### config.mk
export PLATFORM = sky130hd
export DESIGN_NAME = multi_cycle_cu_flat
export DESIGN_NICKNAME = d
export VERILOG_FILES = /design/src/rtl/multi_cycle_cu_if.sv /design/src/rtl/multi_cycle_cu.sv /design/src/flat_wrapper.sv
export SDC_FILE = /design/constraint.sdc
export NUM_CORES = 1
export LEC_CHECK = 0
export CAP_MARGIN = 0
export CORE_AREA = 2 2 64 66
export DETAILED_ROUTE_END_ITERATION = 8
export DIE_AREA = 0 0 66 68
export DONT_BUFFER_PORTS = 1
export GPL_TIMING_DRIVEN = 1
export PLACE_DENSITY_LB_ADDON = 0.25
export SLEW_MARGIN = 0
export SYNTH_ARGS = -nofsm -noshare
export SYNTH_HDL_FRONTEND = slang
export SYNTH_SLANG_ARGS = --single-unit
### constraint.sdc
create_clock -name clk -period 2.15 [get_ports clk]
set_input_delay 0.43 -clock clk [delete_from_list [all_inputs] [get_ports clk]]
set_output_delay 0.43 -clock clk [all_outputs]
set_load 0.03 [all_outputs]
### src/rtl/multi_cycle_cu_if.sv
// Control-unit <-> datapath/memory bus: ready handshakes, opcode/flags in,
// datapath strobes, trap status, state and performance counters out.
interface multi_cycle_cu_if #(
  parameter int CNT_W = 32
);
  logic             imem_ready;
  logic             dmem_ready;
  logic [6:0]       opcode;
  logic             zero;

  logic             ir_write;
  logic             pc_write;
  logic             pc_src;
  logic             reg_write;
  logic             ALUSrc;
  logic             MemToReg;
  logic             Mem_Read;
  logic             Mem_Write;
  logic [1:0]       ALU_Op;
  logic             retire;
  logic             trap;
  logic [1:0]       trap_cause;
  logic [2:0]       state;
  logic [CNT_W-1:0] cycle_cnt;
  logic [CNT_W-1:0] instret_cnt;

  // Control unit side
  modport master (
    input  imem_ready, dmem_ready, opcode, zero,
    output ir_write, pc_write, pc_src, reg_write, ALUSrc, MemToReg,
           Mem_Read, Mem_Write, ALU_Op, retire, trap, trap_cause, state,
           cycle_cnt, instret_cnt
  );

  // Datapath / memory side
  modport slave (
    output imem_ready, dmem_ready, opcode, zero,
    input  ir_write, pc_write, pc_src, reg_write, ALUSrc, MemToReg,
           Mem_Read, Mem_Write, ALU_Op, retire, trap, trap_cause, state,
           cycle_cnt, instret_cnt
  );
endinterface

### src/rtl/multi_cycle_cu.sv
// Multi-cycle RV64 control unit: FETCH/DECODE/EXEC/MEM/WB sequencer with traps.
// Optional performance counters enabled by MULTI_CYCLE_CU_PERF_CNT_EN.
module multi_cycle_cu #(
  parameter int WAIT_MAX = 15,
  parameter int CNT_W    = 32
) (
  input  logic            clk,
  input  logic            rst_n,
  multi_cycle_cu_if.master bus
);

  localparam int WW = $clog2(WAIT_MAX + 1);
  localparam logic [WW-1:0] WAIT_LAST = WW'(WAIT_MAX - 1);

  localparam logic [6:0] OP_R  = 7'b0110011;
  localparam logic [6:0] OP_LD = 7'b0000011;
  localparam logic [6:0] OP_ST = 7'b0100011;
  localparam logic [6:0] OP_BR = 7'b1100011;

  typedef enum logic [2:0] {
    S_FETCH  = 3'd0,
    S_DECODE = 3'd1,
    S_EXEC   = 3'd2,
    S_MEM    = 3'd3,
    S_WB     = 3'd4,
    S_RSV5   = 3'd5,
    S_RSV6   = 3'd6,
    S_TRAP   = 3'd7
  } state_t;

  typedef enum logic [1:0] {CL_R, CL_LD, CL_ST, CL_BR} cls_t;

  typedef struct packed {
    logic       ir_write;
    logic       pc_write;
    logic       pc_src;
    logic       reg_write;
    logic       alu_src;
    logic       mem_to_reg;
    logic       mem_read;
    logic       mem_write;
    logic [1:0] alu_op;
    logic       retire;
  } ctrl_t;

  localparam logic [1:0] CAUSE_ILL = 2'b01;
  localparam logic [1:0] CAUSE_TO  = 2'b10;

  state_t          state_q, state_d;
  cls_t            cls_q, cls_d;
  logic [WW-1:0]   wait_q, wait_d;
  logic [1:0]      cause_q, cause_d;
  ctrl_t           ctl;
  cls_t            dec_cls;
  logic            dec_legal;

  always_comb begin
    dec_cls   = CL_R;
    dec_legal = 1'b1;
    case (bus.opcode)
      OP_R:    dec_cls = CL_R;
      OP_LD:   dec_cls = CL_LD;
      OP_ST:   dec_cls = CL_ST;
      OP_BR:   dec_cls = CL_BR;
      default: dec_legal = 1'b0;
    endcase
  end

  always_ff @(posedge clk) begin
    if (!rst_n) begin
      state_q <= S_FETCH;
      cls_q   <= CL_R;
      wait_q  <= '0;
      cause_q <= '0;
    end else begin
      state_q <= state_d;
      cls_q   <= cls_d;
      wait_q  <= wait_d;
      cause_q <= cause_d;
    end
  end

  always_comb begin
    state_d = state_q;
    cls_d   = cls_q;
    wait_d  = wait_q;
    cause_d = cause_q;
    ctl     = '0;
    case (state_q)
      S_FETCH: begin
        if (bus.imem_ready) begin
          ctl.ir_write = 1'b1;
          state_d      = S_DECODE;
        end
      end
      S_DECODE: begin
        cls_d = dec_cls;
        if (dec_legal) begin
          state_d = S_EXEC;
        end else begin
          state_d = S_TRAP;
          cause_d = CAUSE_ILL;
        end
      end
      S_EXEC: begin
        case (cls_q)
          CL_R: begin
            ctl.alu_op = 2'b10;
            state_d    = S_WB;
          end
          CL_LD, CL_ST: begin
            ctl.alu_src = 1'b1;
            ctl.alu_op  = 2'b00;
            wait_d      = '0;
            state_d     = S_MEM;
          end
          default: begin
            // Branch resolves here; zero is only looked at in this cycle.
            ctl.alu_op   = 2'b01;
            ctl.pc_write = 1'b1;
            ctl.pc_src   = bus.zero;
            ctl.retire   = 1'b1;
            state_d      = S_FETCH;
          end
        endcase
      end
      S_MEM: begin
        ctl.alu_src   = 1'b1;
        ctl.alu_op    = 2'b00;
        ctl.mem_read  = (cls_q == CL_LD);
        ctl.mem_write = (cls_q == CL_ST);
        if (bus.dmem_ready) begin
          // Completion takes priority over a timeout reached this same cycle.
          ctl.pc_write   = 1'b1;
          ctl.retire     = 1'b1;
          ctl.reg_write  = (cls_q == CL_LD);
          ctl.mem_to_reg = (cls_q == CL_LD);
          state_d        = S_FETCH;
        end else begin
          wait_d = wait_q + WW'(1);
          if (wait_q == WAIT_LAST) begin
            state_d = S_TRAP;
            cause_d = CAUSE_TO;
          end
        end
      end
      S_WB: begin
        ctl.reg_write = 1'b1;
        ctl.pc_write  = 1'b1;
        ctl.pc_src    = 1'b0;
        ctl.retire    = 1'b1;
        state_d       = S_FETCH;
      end
      S_TRAP: begin
        state_d = S_TRAP;
      end
      default: begin
        state_d = S_TRAP;
        cause_d = CAUSE_ILL;
      end
    endcase
  end

  // Every output is held low while reset is asserted, whatever the inputs do.
  assign bus.ir_write   = rst_n & ctl.ir_write;
  assign bus.pc_write   = rst_n & ctl.pc_write;
  assign bus.pc_src     = rst_n & ctl.pc_src;
  assign bus.reg_write  = rst_n & ctl.reg_write;
  assign bus.ALUSrc     = rst_n & ctl.alu_src;
  assign bus.MemToReg   = rst_n & ctl.mem_to_reg;
  assign bus.Mem_Read   = rst_n & ctl.mem_read;
  assign bus.Mem_Write  = rst_n & ctl.mem_write;
  assign bus.ALU_Op     = rst_n ? ctl.alu_op : 2'b00;
  assign bus.retire     = rst_n & ctl.retire;
  assign bus.trap       = rst_n & (state_q == S_TRAP);
  assign bus.trap_cause = rst_n ? cause_q : 2'b00;
  assign bus.state      = rst_n ? state_q : S_FETCH;

`ifdef MULTI_CYCLE_CU_PERF_CNT_EN
  logic [CNT_W-1:0] cyc_q, ins_q;

  always_ff @(posedge clk) begin
    if (!rst_n) begin
      cyc_q <= '0;
      ins_q <= '0;
    end else begin
      if (state_q != S_TRAP) cyc_q <= cyc_q + CNT_W'(1);
      if (ctl.retire)        ins_q <= ins_q + CNT_W'(1);
    end
  end

  assign bus.cycle_cnt   = rst_n ? cyc_q : {CNT_W{1'b0}};
  assign bus.instret_cnt = rst_n ? ins_q : {CNT_W{1'b0}};
`else
  assign bus.cycle_cnt   = {CNT_W{1'b0}};
  assign bus.instret_cnt = {CNT_W{1'b0}};
`endif

endmodule
### src/flat_wrapper.sv
// flat-port wrapper written by rule: the top's interface ports become plain ports
module multi_cycle_cu_flat 
#(
  parameter int WAIT_MAX = 15,
  parameter int CNT_W    = 32
)
  (clk, rst_n, bus_imem_ready, bus_dmem_ready, bus_opcode, bus_zero, bus_ir_write, bus_pc_write, bus_pc_src, bus_reg_write, bus_ALUSrc, bus_MemToReg, bus_Mem_Read, bus_Mem_Write, bus_ALU_Op, bus_retire, bus_trap, bus_trap_cause, bus_state, bus_cycle_cnt, bus_instret_cnt);
  multi_cycle_cu_if #(.CNT_W(CNT_W)) bus_i ();
  input  logic clk;
  input  logic rst_n;
  input wire logic [$bits(bus_i.imem_ready)-1:0] bus_imem_ready;
  input wire logic [$bits(bus_i.dmem_ready)-1:0] bus_dmem_ready;
  input wire logic [$bits(bus_i.opcode)-1:0] bus_opcode;
  input wire logic [$bits(bus_i.zero)-1:0] bus_zero;
  output wire logic [$bits(bus_i.ir_write)-1:0] bus_ir_write;
  output wire logic [$bits(bus_i.pc_write)-1:0] bus_pc_write;
  output wire logic [$bits(bus_i.pc_src)-1:0] bus_pc_src;
  output wire logic [$bits(bus_i.reg_write)-1:0] bus_reg_write;
  output wire logic [$bits(bus_i.ALUSrc)-1:0] bus_ALUSrc;
  output wire logic [$bits(bus_i.MemToReg)-1:0] bus_MemToReg;
  output wire logic [$bits(bus_i.Mem_Read)-1:0] bus_Mem_Read;
  output wire logic [$bits(bus_i.Mem_Write)-1:0] bus_Mem_Write;
  output wire logic [$bits(bus_i.ALU_Op)-1:0] bus_ALU_Op;
  output wire logic [$bits(bus_i.retire)-1:0] bus_retire;
  output wire logic [$bits(bus_i.trap)-1:0] bus_trap;
  output wire logic [$bits(bus_i.trap_cause)-1:0] bus_trap_cause;
  output wire logic [$bits(bus_i.state)-1:0] bus_state;
  output wire logic [$bits(bus_i.cycle_cnt)-1:0] bus_cycle_cnt;
  output wire logic [$bits(bus_i.instret_cnt)-1:0] bus_instret_cnt;
  assign bus_i.imem_ready = bus_imem_ready;
  assign bus_i.dmem_ready = bus_dmem_ready;
  assign bus_i.opcode = bus_opcode;
  assign bus_i.zero = bus_zero;
  assign bus_ir_write = bus_i.ir_write;
  assign bus_pc_write = bus_i.pc_write;
  assign bus_pc_src = bus_i.pc_src;
  assign bus_reg_write = bus_i.reg_write;
  assign bus_ALUSrc = bus_i.ALUSrc;
  assign bus_MemToReg = bus_i.MemToReg;
  assign bus_Mem_Read = bus_i.Mem_Read;
  assign bus_Mem_Write = bus_i.Mem_Write;
  assign bus_ALU_Op = bus_i.ALU_Op;
  assign bus_retire = bus_i.retire;
  assign bus_trap = bus_i.trap;
  assign bus_trap_cause = bus_i.trap_cause;
  assign bus_state = bus_i.state;
  assign bus_cycle_cnt = bus_i.cycle_cnt;
  assign bus_instret_cnt = bus_i.instret_cnt;
  multi_cycle_cu #(.WAIT_MAX(WAIT_MAX), .CNT_W(CNT_W)) u_core (.clk(clk), .rst_n(rst_n), .bus(bus_i));
endmodule
# Yosys cells after proc, flatten, opt, wreduce, memory -nomap -nowiden
# Cells that the tools add are included.
[totals]
register_bits = 11
in_bits = 12
output_inout_bits = 81
[op_classes]
add_sub_neg = 1
n_eq_ne = 18
n_mux = 33
n_bitwise = 11
reduce_logical = 10
[op_table]
columns = ["cell", "n"]
rows = [
  ["$mux 3", 6],
  ["$pmux 3 s5", 1],
  ["$eq 7x6->1 const B", 2],
  ["$mux 2", 7],
  ["$pmux 2 s3", 2],
  ["$and 1x1->1", 10],
  ["$mux 1", 8],
  ["$mux 4", 2],
  ["$ne 2x2->1 const B", 4],
  ["$pmux 4 s2", 1],
  ["$reduce_or 4->1", 2],
  ["$eq 7x2->1 const B", 1],
  ["$eq 7x7->1 const B", 1],
  ["$eq 3x2->1 const B", 2],
  ["$eq 3x3->1 const B", 2],
  ["$pmux 1 s3", 2],
  ["$pmux 3 s2", 1],
  ["$add 4x1->4 const B", 1],
  ["$eq 4x4->1 const B", 1],
  ["$pmux 1 s2", 2],
  ["$pmux 2 s2", 1],
  ["$reduce_and 4->1", 1],
  ["$eq 3x1->1 const B", 1],
  ["$logic_not 3->1", 1],
  ["other kinds (11)", 11],
]

# Logic depth before layout (Yosys ltp)
[logic_depth]
depth_word = 5
ltp_mapped = 6

# Worst setup path before layout
# No wires, ideal clock.
[synth_timing]
kind = "reg-to-output"
start = "register u_core.state_q[1]"
end = "output bus_retire"
t_arrival_ps = 1581
path_slack_ps = 139
stages_incl_launch_ff = 7
cell_sequence = "dfxtp_1 > clkbuf_1 > clkbuf_1 > nand3b_1 > a21oi_1 > o21a_1 > buf_4"
[synth_via]
elab_chain_len = 3
word_cells_on_any_way = 5
[synth_rtl]
columns = ["item", "line_no", "source"]
rows = [
  ["from (decl)", "multi_cycle_cu.sv:49", "state_t state_q, state_d;"],
  ["from (signal assigned)", "multi_cycle_cu.sv:76", "state_q <= state_d;"],
  ["$eq 3x3->1 / $eq 3x2->1 (equally long branches)", "multi_cycle_cu.sv:89", "case (state_q)"],
  ["$pmux 1 s3 (*)", "multi_cycle_cu.sv:89", ""],
  ["$and 1x1->1 (*)", "multi_cycle_cu.sv:174", "assign bus.retire = rst_n & ctl.retire;"],
  ["to (decl)", "flat_wrapper.sv:24", "output wire logic [$bits(bus_i.retire)-1:0] bus_retire;"],
]
# Mark *: on every way between the ends. The rest lies on a longest branch, timed or not.

# Worst setup path after layout
[layout_timing]
start = "register u_core.state_q[2]"
end = "output bus_retire"
# Same word-level chain as after synthesis.

==> results_dict.tcl <==
set metrics [dict create \
    fin_area_mm2 0.00129 \
    fin_crit_sh 0.908 \
    synthFlopType "dfxtp_1" \
    drtIter0Drc 18 \
    routabilityCongestion 0.774 \
    status "finished, final reports clean" \
    worstHoldPathType "in -> reg" \
    grt_start_max_net_pins 17 \
    area_growth_pct -4.44 \
    n_fill_cell 445 \
    period_needed_ns 1.95 \
    rsz0062_at_grt "false" \
    final_cell_mix "conb_1, buf_4, dfxtp_1" \
    timing.fmax_mhz 512 \
    vias 968 \
    die_w_um 66 \
    start_kind "flop" \
    slowest_delay_ns 0.59 \
    crit_path_cell_trace "and4b_1, o21a_1, buf_4" \
    io_buffers 0 \
    yosys_warnings 0 \
    antenna_left 0 \
    die_h_um 68 \
    cp_num_buf_inv 1 \
    avgSynthCellArea_um2 7.68 \
    synth-xor-area-share 0.00648 \
    synth_top_family_by_area "buffers and inverters" \
    antenna_found_initial 0 \
    crit_fanout 16 \
    start_util 0.351 \
    cts.path.max_buffers 2 \
    n_antenna_cell 0 \
    cts_root_buf "clkbuf_8" \
    h-tree-depth 1 \
    crit_family "flip-flops" \
    fin_skew_ns 0.00181 \
    cts_inserted_buffers 3 \
    ys_seq_area_frac 0.163 \
    overflow 0 \
    timing.final.ws_setup_ns 0.198 \
    wl_mm 2.34 \
    dpl_cell_area_mm2 0.00125 \
    vdd_drop_max_v 0.000365 \
    die_area_mm2 0.00449 \
    synth_fa_ha_area_frac 0.0555 \
    final_hold_viol_count 0 \
    end_kind "output pin" \
    preCtsSetupSlack_ns 0.330 \
    final_common_cell "conb_1" \
    cts.sinks 11 \
    syn-instance-count 176 \
    avgRoutedWirePerCell_um 9.92 \
    synth_area_mm2 0.00135 \
    grt_pass1_wl_mm 3.57 \
    fp.coreArea_mm2 0.00386 \
    drc 0 \
    synth-compound-area-share 0.147 \
    power_density_mw_per_mm2 638 \
    cpMaxStageDelayCell "dfxtp_1" \
    r2r_cells 3 \
    grt_pass1_vias 778 \
    postCtsHoldBufs 0 \
    rows 23 \
    top_level_ports 93 \
    slew_violations 0 \
    synthDistinctLibCells 38 \
    leakage_uw 0.000613 \
    hpwlAfterDp_mm 1.89 \
    tns_ns 0 \
    async_reset_ff_frac 0 \
    final_layout_size_suffix_gt1_frac 0.118 \
    first_pass_iters 4 \
    synth_simple_gate_area_share 0.220 \
    via_per_inst 4.10 \
    path_depth 3 \
    track_usage 0.104 \
    ys_ff_latch 11 \
    synth-edff-count 0 \
    worstPathRequired_ns 1.72 \
    drv_cap 0 \
    crit_arrival_ns 1.52 \
    cts-resized-gates 0 \
    clock_latency_ns 0.24 \
    layout.nets 205 \
    hold_depth 1 \
    finalSetupViolCount 0 \
    synthMuxAreaShare 0 \
    post_cts_buffers 0 \
    path_clk_slew_ns 0.05 \
    worstSetupPathType "reg -> out" \
    cts_tree "built" \
]
per-layer routing:
layer / track usage / share of wire
met1: 0.124 / 0.41
met4: 0.0306 / 0.0081
met3: 0.0280 / 0.079
met2: 0.182 / 0.51
met5: 0 / 0
flip-flops by register name, summed over array words and instances, names as in the netlist:
register,flops
u_core.state_q,3
u_core.wait_q,4
u_core.cause_q,2
u_core.cls_q,2
through the flow:
step	cells	hold WS (ns)	utilization	total power, uW
3_3_place_gp	232	0.477	0.323	618
2_1_floorplan	239	0.456	-	657
5_1_grt	236	0.312	0.335	874
3_5_place_dp	232	0.483	0.323	615
6_report	236	0.318	0.335	825
4_1_cts	236	0.316	0.335	831
synth_stat cells (all sizes together) (2+ instances only):
library cell / instances / share of area
buf: 66 / 0.37
dfxtp: 11 / 0.16
a21oi: 9 / 0.033
nor2: 8 / 0.022
inv: 7 / 0.019
clkbuf: 6 / 0.017
ha: 6 / 0.056
nand2: 6 / 0.017
nand3: 5 / 0.018
nor2b: 5 / 0.023
and2: 4 / 0.018
a2111oi: 3 / 0.019
a211oi: 3 / 0.017
nand2b: 3 / 0.014
nand4bb: 3 / 0.025
o21ai: 3 / 0.011
or3b: 3 / 0.021
and3: 2 / 0.0092
and4b: 2 / 0.015
o21a: 2 / 0.011
o22ai: 2 / 0.0092
or3: 2 / 0.0092
or4: 2 / 0.011
worst paths after layout:
check / start / endpoint / slack (ns)
worst max-delay path: u_core.state_q[2] / bus_retire / 0.20
worst min-delay path: rst_n / u_core.cause_q[1] / 0.32
worst max register to register: u_core.state_q[0] / u_core.cls_q[0] / 0.42
worst min register to register: u_core.wait_q[3] / u_core.wait_q[3] / 0.49
area by class of cell:
class                           instances  area, um^2  area share
Timing Repair Buffer                   15         113      0.0871
Clock buffer                            4        45.0      0.0348
Inverter                                8        30.0      0.0232
Sequential cell                        11         221       0.171
Multi-Input combinational cell        148         821       0.635
Tap cell                               50        62.6      0.0484
cells by family after synthesis:
| kind of cell | after synthesis |
|---|---|
| other | 1 |
| buffers and inverters | 80 |
| AND/OR/NAND/NOR | 48 |
| flip-flops | 11 |
| adder cells (fa/ha/maj) | 6 |
| XOR/XNOR | 1 |
| AO/OA/AOI/OAI | 29 |
power breakdown:
group	leakage (uW)	internal, uW	switching (uW)
sequential	0.0000899	222	41.6
clock	0.0000228	130	79.5
combinational	0.000500	91.4	259
Power figures use the tool's default switching activity.
==> RTL edit 1 (same flow settings) <==
`CNT_W` is set to 32 in 3 places; all go to 28.
--- a/src/rtl/multi_cycle_cu_if.sv
+++ b/src/rtl/multi_cycle_cu_if.sv
@@ -1,7 +1,7 @@
 // Control-unit <-> datapath/memory bus: ready handshakes, opcode/flags in,
 // datapath strobes, trap status, state and performance counters out.
 interface multi_cycle_cu_if #(
-  parameter int CNT_W = 32
+  parameter int CNT_W = 28
 );
   logic             imem_ready;
   logic             dmem_ready;
--- a/src/rtl/multi_cycle_cu.sv
+++ b/src/rtl/multi_cycle_cu.sv
@@ -2,7 +2,7 @@
 // Optional performance counters enabled by MULTI_CYCLE_CU_PERF_CNT_EN.
 module multi_cycle_cu #(
   parameter int WAIT_MAX = 15,
-  parameter int CNT_W    = 32
+  parameter int CNT_W    = 28
 ) (
   input  logic            clk,
   input  logic            rst_n,
--- a/src/flat_wrapper.sv
+++ b/src/flat_wrapper.sv
@@ -2,7 +2,7 @@
 module multi_cycle_cu_flat 
 #(
   parameter int WAIT_MAX = 15,
-  parameter int CNT_W    = 32
+  parameter int CNT_W    = 28
 )
   (clk, rst_n, bus_imem_ready, bus_dmem_ready, bus_opcode, bus_zero, bus_ir_write, bus_pc_write, bus_pc_src, bus_reg_write, bus_ALUSrc, bus_MemToReg, bus_Mem_Read, bus_Mem_Write, bus_ALU_Op, bus_retire, bus_trap, bus_trap_cause, bus_state, bus_cycle_cnt, bus_instret_cnt);
   multi_cycle_cu_if #(.CNT_W(CNT_W)) bus_i ();
Interface: changed (resized bus_cycle_cnt and bus_instret_cnt); port bits go from 93 to 85. The function was not compared with the original's and may differ.
==> RTL edit 1 against the original RTL <==
Die area is the same; routed wire length shrank 4.2%; worst setup slack lost 0.077 ns; synthesized area shrank 4.4%; utilization shrank 1.2 points; total power shrank 3.0%; sequential cell count is the same; final cell count shrank 4.2%; final area shrank 3.6%; clock skew is essentially flat; highest routed layer unchanged.
==> RTL edit 1: results (changes against the original RTL) <==
- The fraction of the yosys area taken by sequential cells is 0.170 (+0.00757).
- The post-place instance area was 1200 µm² (-3.6%).
- The final weighted congestion in routability-driven placement came to 0.757 (-2.2%).
- The final net count came to 195 (-4.9%).
- The estimated wirelength of the detail-placed design is 1790 µm (-5.2%).
- The routed via count is 943 (-2.6%).
- The clock slew at the register clock pins of the worst setup and hold paths is 0.05 ns (about the same).
- The CTS H-tree depth is 1 (unchanged).
- The flow ran to the end, and the final reports show no timing, DRC or antenna violations.
- The latest clock arrival within the worst-skew pair was 0.24 ns (about the same).
- The share of post-route cells with drive strength above 1 is 0.108 (-0.0103).
- The first-pass iteration count of the detailed router is 4 (unchanged).
- The number of different library cells in the post-synthesis netlist was 38 (unchanged).
- The worst reg-to-reg setup slack is 0.38 ns (-0.04 ns).
- The pin count of the biggest net entering global routing is 20 (+3).
- The clock buffer count from CTS was 3 (unchanged).
- The endpoint of the lowest-slack register-to-register path is u_core.cls_q[0].
- The largest registers in the layout are u_core.wait_q x4, u_core.state_q x3.
- The global-route total usage across every layer is 0.0981 (-0.00551).
- The antenna diode count is 0 (unchanged).
- The sum of routed wire length over all layers is 2240 µm (-4.2%).
- The min-delay analysis places its worst path in the category in2reg.
- The commonest cells after synthesis are 58 x buf_4, 11 x dfxtp_1, 9 x a21oi_1, 8 x nor2_1, 7 x inv_1.
- The launch point of the worst hold path is rst_n.
- The maximum number of buffers from clock root to sink is 2 (unchanged).
- The largest clock skew in the final design is 0.00177 ns (-0.0000398 ns).
- The initial antenna violation count was 0 (unchanged).
- Ranked by total cell area, the synthesized netlist is headed by buf_4 34%, dfxtp_1 17%, ha_1 5.8%.
- The leakage power summed over all cells came to 0.000576 µW (-5.9%).
- The first-pass GRT wire length came to 3420 µm (-4.3%).
- The share of flip-flops with an asynchronous set or reset after synthesis was 0 (unchanged).
- The relative slew slack is 0.636.
- The number of global-route vias before repair is 741 (-4.8%).
- The worst-case hold path end point is u_core.cause_q[1].
- For this run, the leading register cell type out of synthesis is dfxtp_1.
- The number of violations reported at the end of detailed-routing iteration 0 is 7 (-11).
- The count of input and output buffers was 0 (unchanged).
- The number of gates given a new drive strength after cts is 0 (unchanged).
- The count of synthesis-stage warnings from yosys was 0 (unchanged).
- The cell depth of the worst hold path is 1 (unchanged).
- The worst path arrival time was 1.60 ns (+0.08 ns).
- The worst reg2reg path depth came to 4 (+1).
- The number of setup buffers added after CTS is 0 (unchanged).
- The largest fanout of any net on the critical path is 19 (+3).
- The peak ir drop on the vdd network is 251 µV (-31%).
- The tree is rooted in a clkbuf_8.
- The startpoint identified for the worst register-to-register timing path is u_core.state_q[1].
- The final hold violation count is 0 (unchanged).
RTL edit 1: through the flow:
step	total power, µW	hold WS [ns]	utilization	cells
4_1_cts	807	0.311	0.323	226
3_3_place_gp	593	0.479	0.311	222
5_1_grt	852	0.299	0.323	226
6_report	799	0.316	0.323	226
2_1_floorplan	627	0.456	-	223
3_5_place_dp	589	0.482	0.311	222
RTL edit 1: cell type report:
type / instances / area (µm²)
fill: 440 / 2610
clock buffer: 4 / 45.0
inverter: 8 / 30.0
sequential: 11 / 220
multi-input combinational: 140 / 791
tap: 50 / 62.6
timing repair buffer: 13 / 97.6
RTL edit 1: critical path: stages, from the launching register on:
cell and delay (ns):
dfxtp_1 0.66, and4b_1 0.30, a2bb2oi_1 0.16, nor2_1 0.06, buf_4 0.17
RTL edit 1: cell families after synthesis:
group / after synthesis / share of synthesized area
compound gates: 29 / 0.154
xor+xnor: 1 / 0.00678
fa+ha+maj: 6 / 0.0581
buf+inv: 72 / 0.378
flops: 11 / 0.170
other cells: 1 / 0.00290
simple gates: 48 / 0.230
RTL edit 1: power by group:
group	total (µW)	leakage (µW)	internal (µW)	switching [µW]
logic	320	0.000464	85.5	234
registers	267	0.0000896	222	45.0
clock network	213	0.0000228	131	82.3
RTL edit 1: how the worst max path moves through the flow:
stage	startpoint	to	slack (ns)	cells after the start
after floorplan	u_core.state_q[1]	bus_retire	0.14	6
after global placement	u_core.state_q[0]	u_core.cls_q[0]	0.36	3
after detailed placement	u_core.state_q[2]	bus_reg_write	0.38	4
after CTS	u_core.state_q[2]	bus_reg_write	0.12	4
after global routing	u_core.state_q[2]	bus_reg_write	0.02	4
final	u_core.state_q[2]	bus_reg_write	0.12	4
RTL edit 1: layer usage:
layer  global-route usage  wire length (µm)  up-vias
li1                     -                 -      474
met1                0.127              1010      426
met2                0.154              1050       41
met3               0.0378               172        2
met4               0.0230                12        0
met5                    0                 0        -
==> RTL edit 2 (same flow settings) <==
Made on the original files. Encoding of `cls_t`: now one-hot (4 bits for 4 values).
--- a/src/rtl/multi_cycle_cu.sv
+++ b/src/rtl/multi_cycle_cu.sv
@@ -28,7 +28,7 @@
     S_TRAP   = 3'd7
   } state_t;
 
-  typedef enum logic [1:0] {CL_R, CL_LD, CL_ST, CL_BR} cls_t;
+  typedef enum logic [3:0] {CL_R = 4'b0001, CL_LD = 4'b0010, CL_ST = 4'b0100, CL_BR = 4'b1000} cls_t;
 
   typedef struct packed {
     logic       ir_write;
Function: same outputs for any inputs over 10 cycles, from zero or initial values and one cycle with rst_n low; not proved beyond that.
==> RTL edit 2 against the original RTL <==
Worst setup slack got worse by 0.14 ns; count of clock-buffer cells in the layout decreased by 1; sequential cell count increased by 2; register-to-register slack improved by 0.06 ns; routed wire length increased by 8.5%; final area increased by 8.3%; total power increased by 50%; critical path type unchanged; synthesized cell count increased by 7.4%; highest routed layer unchanged; sequential power increased by 44%; synthesized area increased by 6.6%.
==> RTL edit 2: results (changes against the original RTL) <==
- The run finished with clean final reports.
- The first-pass iteration count of the detailed router came to 4 (unchanged).
- The maximum number of buffers from clock root to sink came to 2 (unchanged).
- Signal routing reaches up to met4.
- The number of setup buffers added after CTS came to 0 (unchanged).
- The wire length on met3 is 269 µm (+45%).
- The pre-CTS worst setup slack is 0.253 ns (-0.0770 ns).
- The initial antenna violation count is 0 (unchanged).
- The worst reg2reg path depth came to 5 (+2).
- The most frequently used flop master after synthesis is dfxtp_1.
- The mean instance size in the synthesized netlist was 7.63 µm² (-0.76%).
- The cell depth of the worst hold path was 1 (unchanged).
- The longest individual stage delay on the worst path was 0.56 ns (-0.03 ns).
- The number of violations reported at the end of detailed-routing iteration 0 was 79 (+61).
- The worst path arrival time is 1.66 ns (+0.14 ns).
- The antenna diode count is 0 (unchanged).
- The clock tree root driver cell is clkbuf_8.
- The peak ir drop on the vdd network came to 213 µV (-42%).
- At the later pin of the worst-skew pair, clock insertion delay measures 0.25 ns.
- The clock buffer count from CTS is 3 (unchanged).
- The total met2 wirelength after detailed routing came to 1090 µm (-7.9%).
- The routed via count is 1063 (+9.8%).
- The final net count is 212 (+3.4%).
- The final weighted congestion in routability-driven placement is 0.753 (-2.7%).
- The largest clock skew in the final design was 0.00272 ns (+0.000904 ns).
- The share of flip-flops with an asynchronous set or reset after synthesis is 0 (unchanged).
- The standard cell with the maximum stage delay on the critical path is or4b_4.
- The clock slew at the register clock pins of the worst setup and hold paths is 0.06 ns.
- The min-delay analysis places its worst path in the category in2reg.
- The switching power of the nets came to 615 µW (+62%).
- The sum of routed wire length over all layers is 2540 µm (+8.5%).
- The leakage power summed over all cells is 0.000696 µW (+14%).
- The number of global-route vias before repair came to 890 (+14%).
- The count of synthesis-stage warnings from yosys was 0 (unchanged).
- The wire length per cell after detailed routing came to 10.3 µm (+3.7%).
- The number of filler instances in the final layout is 431 (-3.1%).
- The CTS H-tree depth is 1 (unchanged).
- Sorting the synthesized cells by area gives the leading types as buf_4 34%, dfxtp_1 18%, and2_1 3.0%.
- The pin count of the biggest net entering global routing was 23 (+6).
- After synthesis, the most frequently instantiated cells are 65 x buf_4, 13 x dfxtp_1, 8 x inv_1, 8 x nand3_1.
- The post-placement cell count came to 243 (+4.7%).
- The met1 layer wirelength in the final routing is 1150 µm (+21%).
- The estimated wirelength of the detail-placed design was 1940 µm (+2.8%).
- The global-route total usage across every layer is 0.118 (+0.0139).
- The largest fanout of any net on the critical path was 5 (-11).
- The count of input and output buffers is 0 (unchanged).
- In the final layout, the registers with the most flip-flops are u_core.cls_q x4, u_core.wait_q x4, u_core.state_q x3.
- The first-pass GRT wire length is 4070 µm (+14%).
- The share of post-route cells with drive strength above 1 was 0.142 (+0.0239).
- The number of different library cells in the post-synthesis netlist came to 48 (+26%).
- The fraction of the yosys area taken by sequential cells is 0.181 (+0.0177).
RTL edit 2: layout make-up:
cell class	count	area share
clock inverter	1	0.00357
clock buffer	3	0.0295
multi-input combinational	156	0.614
tap	50	0.0447
sequential	13	0.192
inverter	8	0.0214
timing repair buffer	16	0.0947
RTL edit 2: critical path, delay by kind of cell, from the launching register on:
family                 cells  cell delay, ns
AOI/OAI and AO/OA          1            0.18
and+or+nand+nor            3            0.73
DFF                        1            0.34
buffers and inverters      1            0.15
RTL edit 2: logic make-up after synthesis:
kind of cell	Yosys count	synth area share
AO/OA/AOI/OAI	28	0.137
XOR/XNOR	2	0.0122
adder cells (fa/ha/maj)	2	0.0174
buffers and inverters	83	0.394
flip-flops	13	0.181
multiplexers	2	0.0139
other	1	0.00260
AND/OR/NAND/NOR	58	0.242
RTL edit 2: what timing repair did:
item / in CTS / in global routing
pin swaps: 0 / 2
resized for setup: 1 / 6
endpoints found under the setup margin: 3 / 7
RTL edit 2: metal layers:
metal	up-vias	track usage
li1	537	-
met1	463	0.156
met2	61	0.181
met3	2	0.0280
met4	0	0.0536
met5	-	0
RTL edit 2: path summary, 6_finish.rpt:
kind | startpoint | to | slack [ns]
worst min-delay path | rst_n | u_core.cls_q[0] | 0.25
worst max-delay path | u_core.cls_q[2] | bus_retire | 0.06
worst min register to register | u_core.cause_q[1] | u_core.cause_q[1] | 0.46
worst max register to register | u_core.state_q[1] | u_core.cls_q[1] | 0.48
RTL edit 2: power groups by stage:
stage	clock [µW]	sequential [µW]	combinational [µW]
final	226	381	632
after floorplan	0	300	689
after detailed placement	0	378	627
after global routing	247	403	700
after global placement	0	377	633
after CTS	234	372	630
RTL edit 2: per-stage QoR:
stage / setup TNS [ns] / utilization / area, µm²
detailed placement: 0 / 0.348 / 1340
global placement: 0 / 0.348 / 1340
global route: -0.00432 / 0.363 / 1400
finish: 0 / 0.363 / 1400
floorplan: 0 / - / 1680
CTS: 0 / 0.361 / 1390
